==> src/rtl/bit_serial_alu.sv <==
// Bit-serial ALU: one result bit per clock, LSB first, through a 1-bit slice.
// Optional signed-overflow flag is built only when BIT_SERIAL_ALU_OVERFLOW_EN is defined.
module bit_serial_alu #(
  parameter int WIDTH = 32
) (
  input  logic             clk,
  input  logic             reset,
  input  logic             start,
  input  logic [WIDTH-1:0] A,
  input  logic [WIDTH-1:0] B,
  input  logic [2:0]       control,
  output logic             busy,
  output logic             done,
  output logic [WIDTH-1:0] out,
  output logic             carryout,
  output logic             overflow,
  output logic             zero
);

  localparam int IW = (WIDTH > 1) ? $clog2(WIDTH) : 1;

  localparam logic [1:0] IDLE = 2'd0;
  localparam logic [1:0] RUN  = 2'd1;
  localparam logic [1:0] DONE = 2'd2;

  localparam logic [IW-1:0] LAST = IW'(WIDTH - 1);

  logic [1:0]       state;
  logic [1:0]       state_nxt;
  logic [IW-1:0]    idx;
  logic             carry;
  logic [WIDTH-1:0] a_q;
  logic [WIDTH-1:0] b_q;
  logic [2:0]       ctl_q;

  logic             accept;
  logic             last;
  logic             arith;

  logic             bit_a;
  logic             bit_b;
  logic             bit_bx;
  logic             sum;
  logic             cout;
  logic             lres;
  logic             res;

  // A new op is taken only when the sequencer is not busy
  assign accept = start && ((state == IDLE) || (state == DONE));
  assign last   = (idx == LAST);
  assign arith  = ~ctl_q[2];

  assign busy = (state == RUN);
  assign done = (state == DONE);
  assign zero = (out == '0);

  // One-bit slice: B inversion, full adder, logic unit, result mux
  always_comb begin
    bit_a  = a_q[idx];
    bit_b  = b_q[idx];
    bit_bx = bit_b ^ ctl_q[0];
    sum    = bit_a ^ bit_bx ^ carry;
    cout   = (bit_a & bit_bx) | (bit_a & carry) | (bit_bx & carry);
    lres   = 1'b0;
    case (ctl_q[1:0])
      2'b00:   lres = bit_a & bit_b;
      2'b01:   lres = bit_a | bit_b;
      2'b10:   lres = ~(bit_a | bit_b);
      default: lres = bit_a ^ bit_b;
    endcase
    res = arith ? sum : lres;
  end

  // Next-state logic for the IDLE/RUN/DONE sequencer
  always_comb begin
    state_nxt = state;
    case (state)
      IDLE:    state_nxt = start ? RUN : IDLE;
      RUN:     state_nxt = last ? DONE : RUN;
      DONE:    state_nxt = start ? RUN : IDLE;
      default: state_nxt = IDLE;
    endcase
  end

  // State register
  always_ff @(posedge clk) begin
    if (reset) state <= IDLE;
    else       state <= state_nxt;
  end

  // Operand capture on an accepted start; later input changes are ignored
  always_ff @(posedge clk) begin
    if (reset) begin
      a_q   <= '0;
      b_q   <= '0;
      ctl_q <= '0;
    end else if (accept) begin
      a_q   <= A;
      b_q   <= B;
      ctl_q <= control;
    end
  end

  // Bit index and fed-back carry
  always_ff @(posedge clk) begin
    if (reset) begin
      idx   <= '0;
      carry <= 1'b0;
    end else if (accept) begin
      idx   <= '0;
      carry <= control[0];
    end else if (state == RUN) begin
      idx   <= last ? '0 : idx + IW'(1);
      carry <= cout;
    end
  end

  // Result word fills from the MSB side, so after WIDTH shifts bit 0 lands at out[0]
  always_ff @(posedge clk) begin
    if (reset)              out <= '0;
    else if (state == RUN)  out <= {res, out[WIDTH-1:1]};
  end

  // Carry out of the MSB, captured on the final bit; logic ops report 0
  always_ff @(posedge clk) begin
    if (reset)                     carryout <= 1'b0;
    else if (accept)               carryout <= 1'b0;
    else if ((state == RUN) && last) carryout <= arith & cout;
  end

`ifdef BIT_SERIAL_ALU_OVERFLOW_EN
  // Signed overflow: carry into the MSB differs from carry out of it
  always_ff @(posedge clk) begin
    if (reset)                     overflow <= 1'b0;
    else if (accept)               overflow <= 1'b0;
    else if ((state == RUN) && last) overflow <= arith & (carry ^ cout);
  end
`else
  assign overflow = 1'b0;
`endif

endmodule
==> config.mk <==
export PLATFORM = sky130hd
export DESIGN_NAME = bit_serial_alu
export DESIGN_NICKNAME = d
export VERILOG_FILES = /design/src/rtl/bit_serial_alu.sv
export SDC_FILE = /design/constraint.sdc
export NUM_CORES = 1
export LEC_CHECK = 0
export BUFFER_PORTS_ARGS = -buffer_cell sky130_fd_sc_hd__buf_4
export CAP_MARGIN = 20
export CORE_MARGIN = 2
export CORE_UTILIZATION = 40
export CTS_BUF_LIST = sky130_fd_sc_hd__clkbuf_8
export DETAILED_ROUTE_END_ITERATION = 10
export MAX_ROUTING_LAYER = met4
export PLACE_DENSITY = 0.73
export SYNTH_ARGS = -nofsm -noshare
export SYNTH_HDL_FRONTEND = slang
export SYNTH_SLANG_ARGS = --single-unit
==> constraint.sdc <==
create_clock -name clk -period 5.1 [get_ports clk]
set_input_delay 1.275 -clock clk [delete_from_list [all_inputs] [get_ports clk]]
set_output_delay 1.275 -clock clk [all_outputs]
set_load 0.02 [all_outputs]
==> impl_metrics.json <==
{
  "status": "finished clean",
  "synth_flop_cell": "dfxtp_1",
  "placed_cells": 773,
  "dp_hpwl_um": 7110,
  "final-setup-viol-count": 0,
  "worst-path-max-fanout": 19,
  "cts_hold_buf": 0,
  "setup_tns_ns": 0,
  "drtIter0Drc": 288,
  "async_flop_share_pct": 0,
  "grt.busiest_layer": "met2",
  "place_congestion": 0.788,
  "p_total_mw": 1.60,
  "synth_top_area_share_pct": 47.8,
  "ys_warn_count": 0,
  "min_period_ns": 3.20,
  "rows": 38,
  "numCtsBuffers": 9,
  "vias": 3950,
  "syn_area_mm2": 0.00452,
  "min-delay-path-class": "flip-flop to flip-flop",
  "drt_first_pass_iters": 5,
  "die_w_um": 110,
  "fin_area_mm2": 0.00554,
  "ctsResizeCount": 0,
  "grt.total_usage_pct": 17.7,
  "fin_cells": 789,
  "syn_inst": 568,
  "grt_start_max_net_pins": 104,
  "wirelength_um": 10300,
  "die_area_mm2": 0.0122,
  "avgSynthCellArea_um2": 7.96,
  "start_kind": "flip-flop",
  "grt_overflow": 0,
  "ys_seq_elements": 108,
  "clk_pin_slew_ns": 0.11,
  "irDropWorstVdd_mv": 0.147,
  "use_met2_pct": 27.9,
  "period_share_pct": 62.8,
  "power.density_mw_per_mm2": 288,
  "htree_levels": 3,
  "rsz0062_at_grt": "false",
  "synth_top_cell_by_area": "dfxtp_1",
  "antenna_left": 0,
  "ctsRootBufferMaster": "clkbuf_8",
  "cts_setup_buffers": 0,
  "diodes": 0,
  "port-buffer-count": 105,
  "cap_violations": 0,
  "layout-drive-gt1-share_pct": 20.3,
  "dpl_cell_area_mm2": 0.00535,
  "core_area_mm2": 0.0109,
  "grt_pass1_vias": 3608,
  "synth_edf_count": 0,
  "synth_area_leaders": "dfxtp_1 (48%), nand2_1 (17%), a21oi_1 (12%)",
  "synth_nets": 643,
  "p_leak_nw": 2.16,
  "grtUsageMet1_pct": 22.8,
  "cts.sinks": 108,
  "finalHoldViolCount": 0,
  "grt_use_met3_pct": 4.47,
  "drv_slew": 0,
  "drc_errors": 0,
  "grt_pass1_wl_um": 16400,
  "viasPerCell": 5.01,
  "cp_data_arrival_time_ns": 3.42,
  "fp.dieH_um": 110,
  "fmax_ghz": 0.312,
  "final_cell_mix": "nand2_1 (206), a21oi_1 (111), dfxtp_1 (108)",
  "cts_tree": "yes",
  "ys_types": 33,
  "critPathRequiredTime_ns": 5.32,
  "max-clock-path-buffers": 2,
  "final_common_cell": "nand2_1",
  "antenna_found_initial": 0,
  "slew_headroom_pct": 31.5,
  "initial_utilization_pct": 41.3,
  "clk_latency_ns": 0.37,
  "crit_type": "flip-flop to flip-flop",
  "ios": 107,
  "cp-end-kind": "flip-flop",
  "nNetsFinal": 719,
  "clock_skew_ns": 0.0144,
  "worst_slew_pin_slew_ns": 1.03,
  "area_growth_pct": 22.6,
  "routedWlPerCell_um": 13.0,
  "yosysSeqAreaShare_pct": 47.8
}
critical path, stage by stage, from the launching register on:
cell and delay [ns]:
dfxtp_1 0.87, mux4_1 0.63, nor2b_1 0.14, a211oi_1 0.23
a211oi_1 0.10, a21oi_1 0.29, ha_1 0.28, a21oi_1 0.14
a21oi_1 0.08, a211oi_1 0.23, nor3_1 0.06
path summary, 6_finish.rpt:
| kind | start | to | slack (ns) | cells past startpoint |
|---|---|---|---|---|
| worst max-delay path | idx[0]$_SDFFE_PP0P_ | out[31]$_SDFFE_PP0P_ | 1.90 | 10 |
| worst min-delay path | a_q[4]$_SDFFE_PP0P_ | a_q[4]$_SDFFE_PP0P_ | 0.46 | 2 |
| worst max register to register | idx[0]$_SDFFE_PP0P_ | out[31]$_SDFFE_PP0P_ | 1.90 | 10 |
| worst min register to register | a_q[4]$_SDFFE_PP0P_ | a_q[4]$_SDFFE_PP0P_ | 0.46 | 2 |
cells in the mapped netlist, drive strengths merged, types with 2 or more instances:
| library cell | number |
|---|---|
| nand2 | 206 |
| buf | 11 |
| nor3 | 3 |
| nor2 | 14 |
| and2 | 2 |
| a22oi | 4 |
| nor2b | 8 |
| clkbuf | 32 |
| mux2i | 17 |
| o21ai | 3 |
| a211oi | 5 |
| inv | 3 |
| mux4 | 9 |
| ha | 4 |
| nand3 | 4 |
| nand2b | 5 |
| nand4 | 3 |
| nor4 | 8 |
| a21oi | 111 |
| dfxtp | 108 |
flip-flops by register name, indices dropped and copies added, names as in the netlist:
signal    cells
out          32
state         2
idx           5
a_q          32
b_q          32
ctl_q         3
carry         1
carryout      1
power breakdown:
part | internal, mW | leakage [nW] | switching (mW)
Clock | 0.201 | 0.0958 | 0.303
Sequential | 0.878 | 0.881 | 0.0243
Combinational | 0.0879 | 1.18 | 0.104
through the flow:
step	utilization (%)	hold WS, ns	setup slack [ns]
after detailed placement	48.9	0.446	1.88
after CTS	50.7	0.462	1.86
final	50.7	0.462	1.90
after floorplan	-	0.432	2.53
after global placement	48.8	0.443	1.99
after global routing	50.7	0.478	1.60
area by class of cell:
type	instances	area [um^2]
sequential	108	2160
timing repair buffer	108	823
fill	1036	5390
clock inverter	6	53.8
inverter	3	11.3
tap	140	175
clock buffer	10	138
multi-input combinational	414	2180
metal layers:
metal  routed length [um]  up-vias
met1                 4890     1794
met2                 4780       95
met5                    0        -
met4                  113        0
li1                     -     2054
met3                  486        7
cells by family (layout without fill, tap and decap cells):
logic type / count (synthesis) / count (layout) / synth area share, %
compound gates: 125 / 125 / 14.4
xor+xnor: 1 / 1 / 0.194
fa+ha+maj: 5 / 5 / 1.55
buf+inv: 46 / 127 / 4.18
flops: 108 / 108 / 47.8
mux: 26 / 26 / 8.58
other cells: 1 / 1 / 0.0830
simple gates: 256 / 256 / 23.2
No activity file was read; power rests on OpenSTA's default activity.
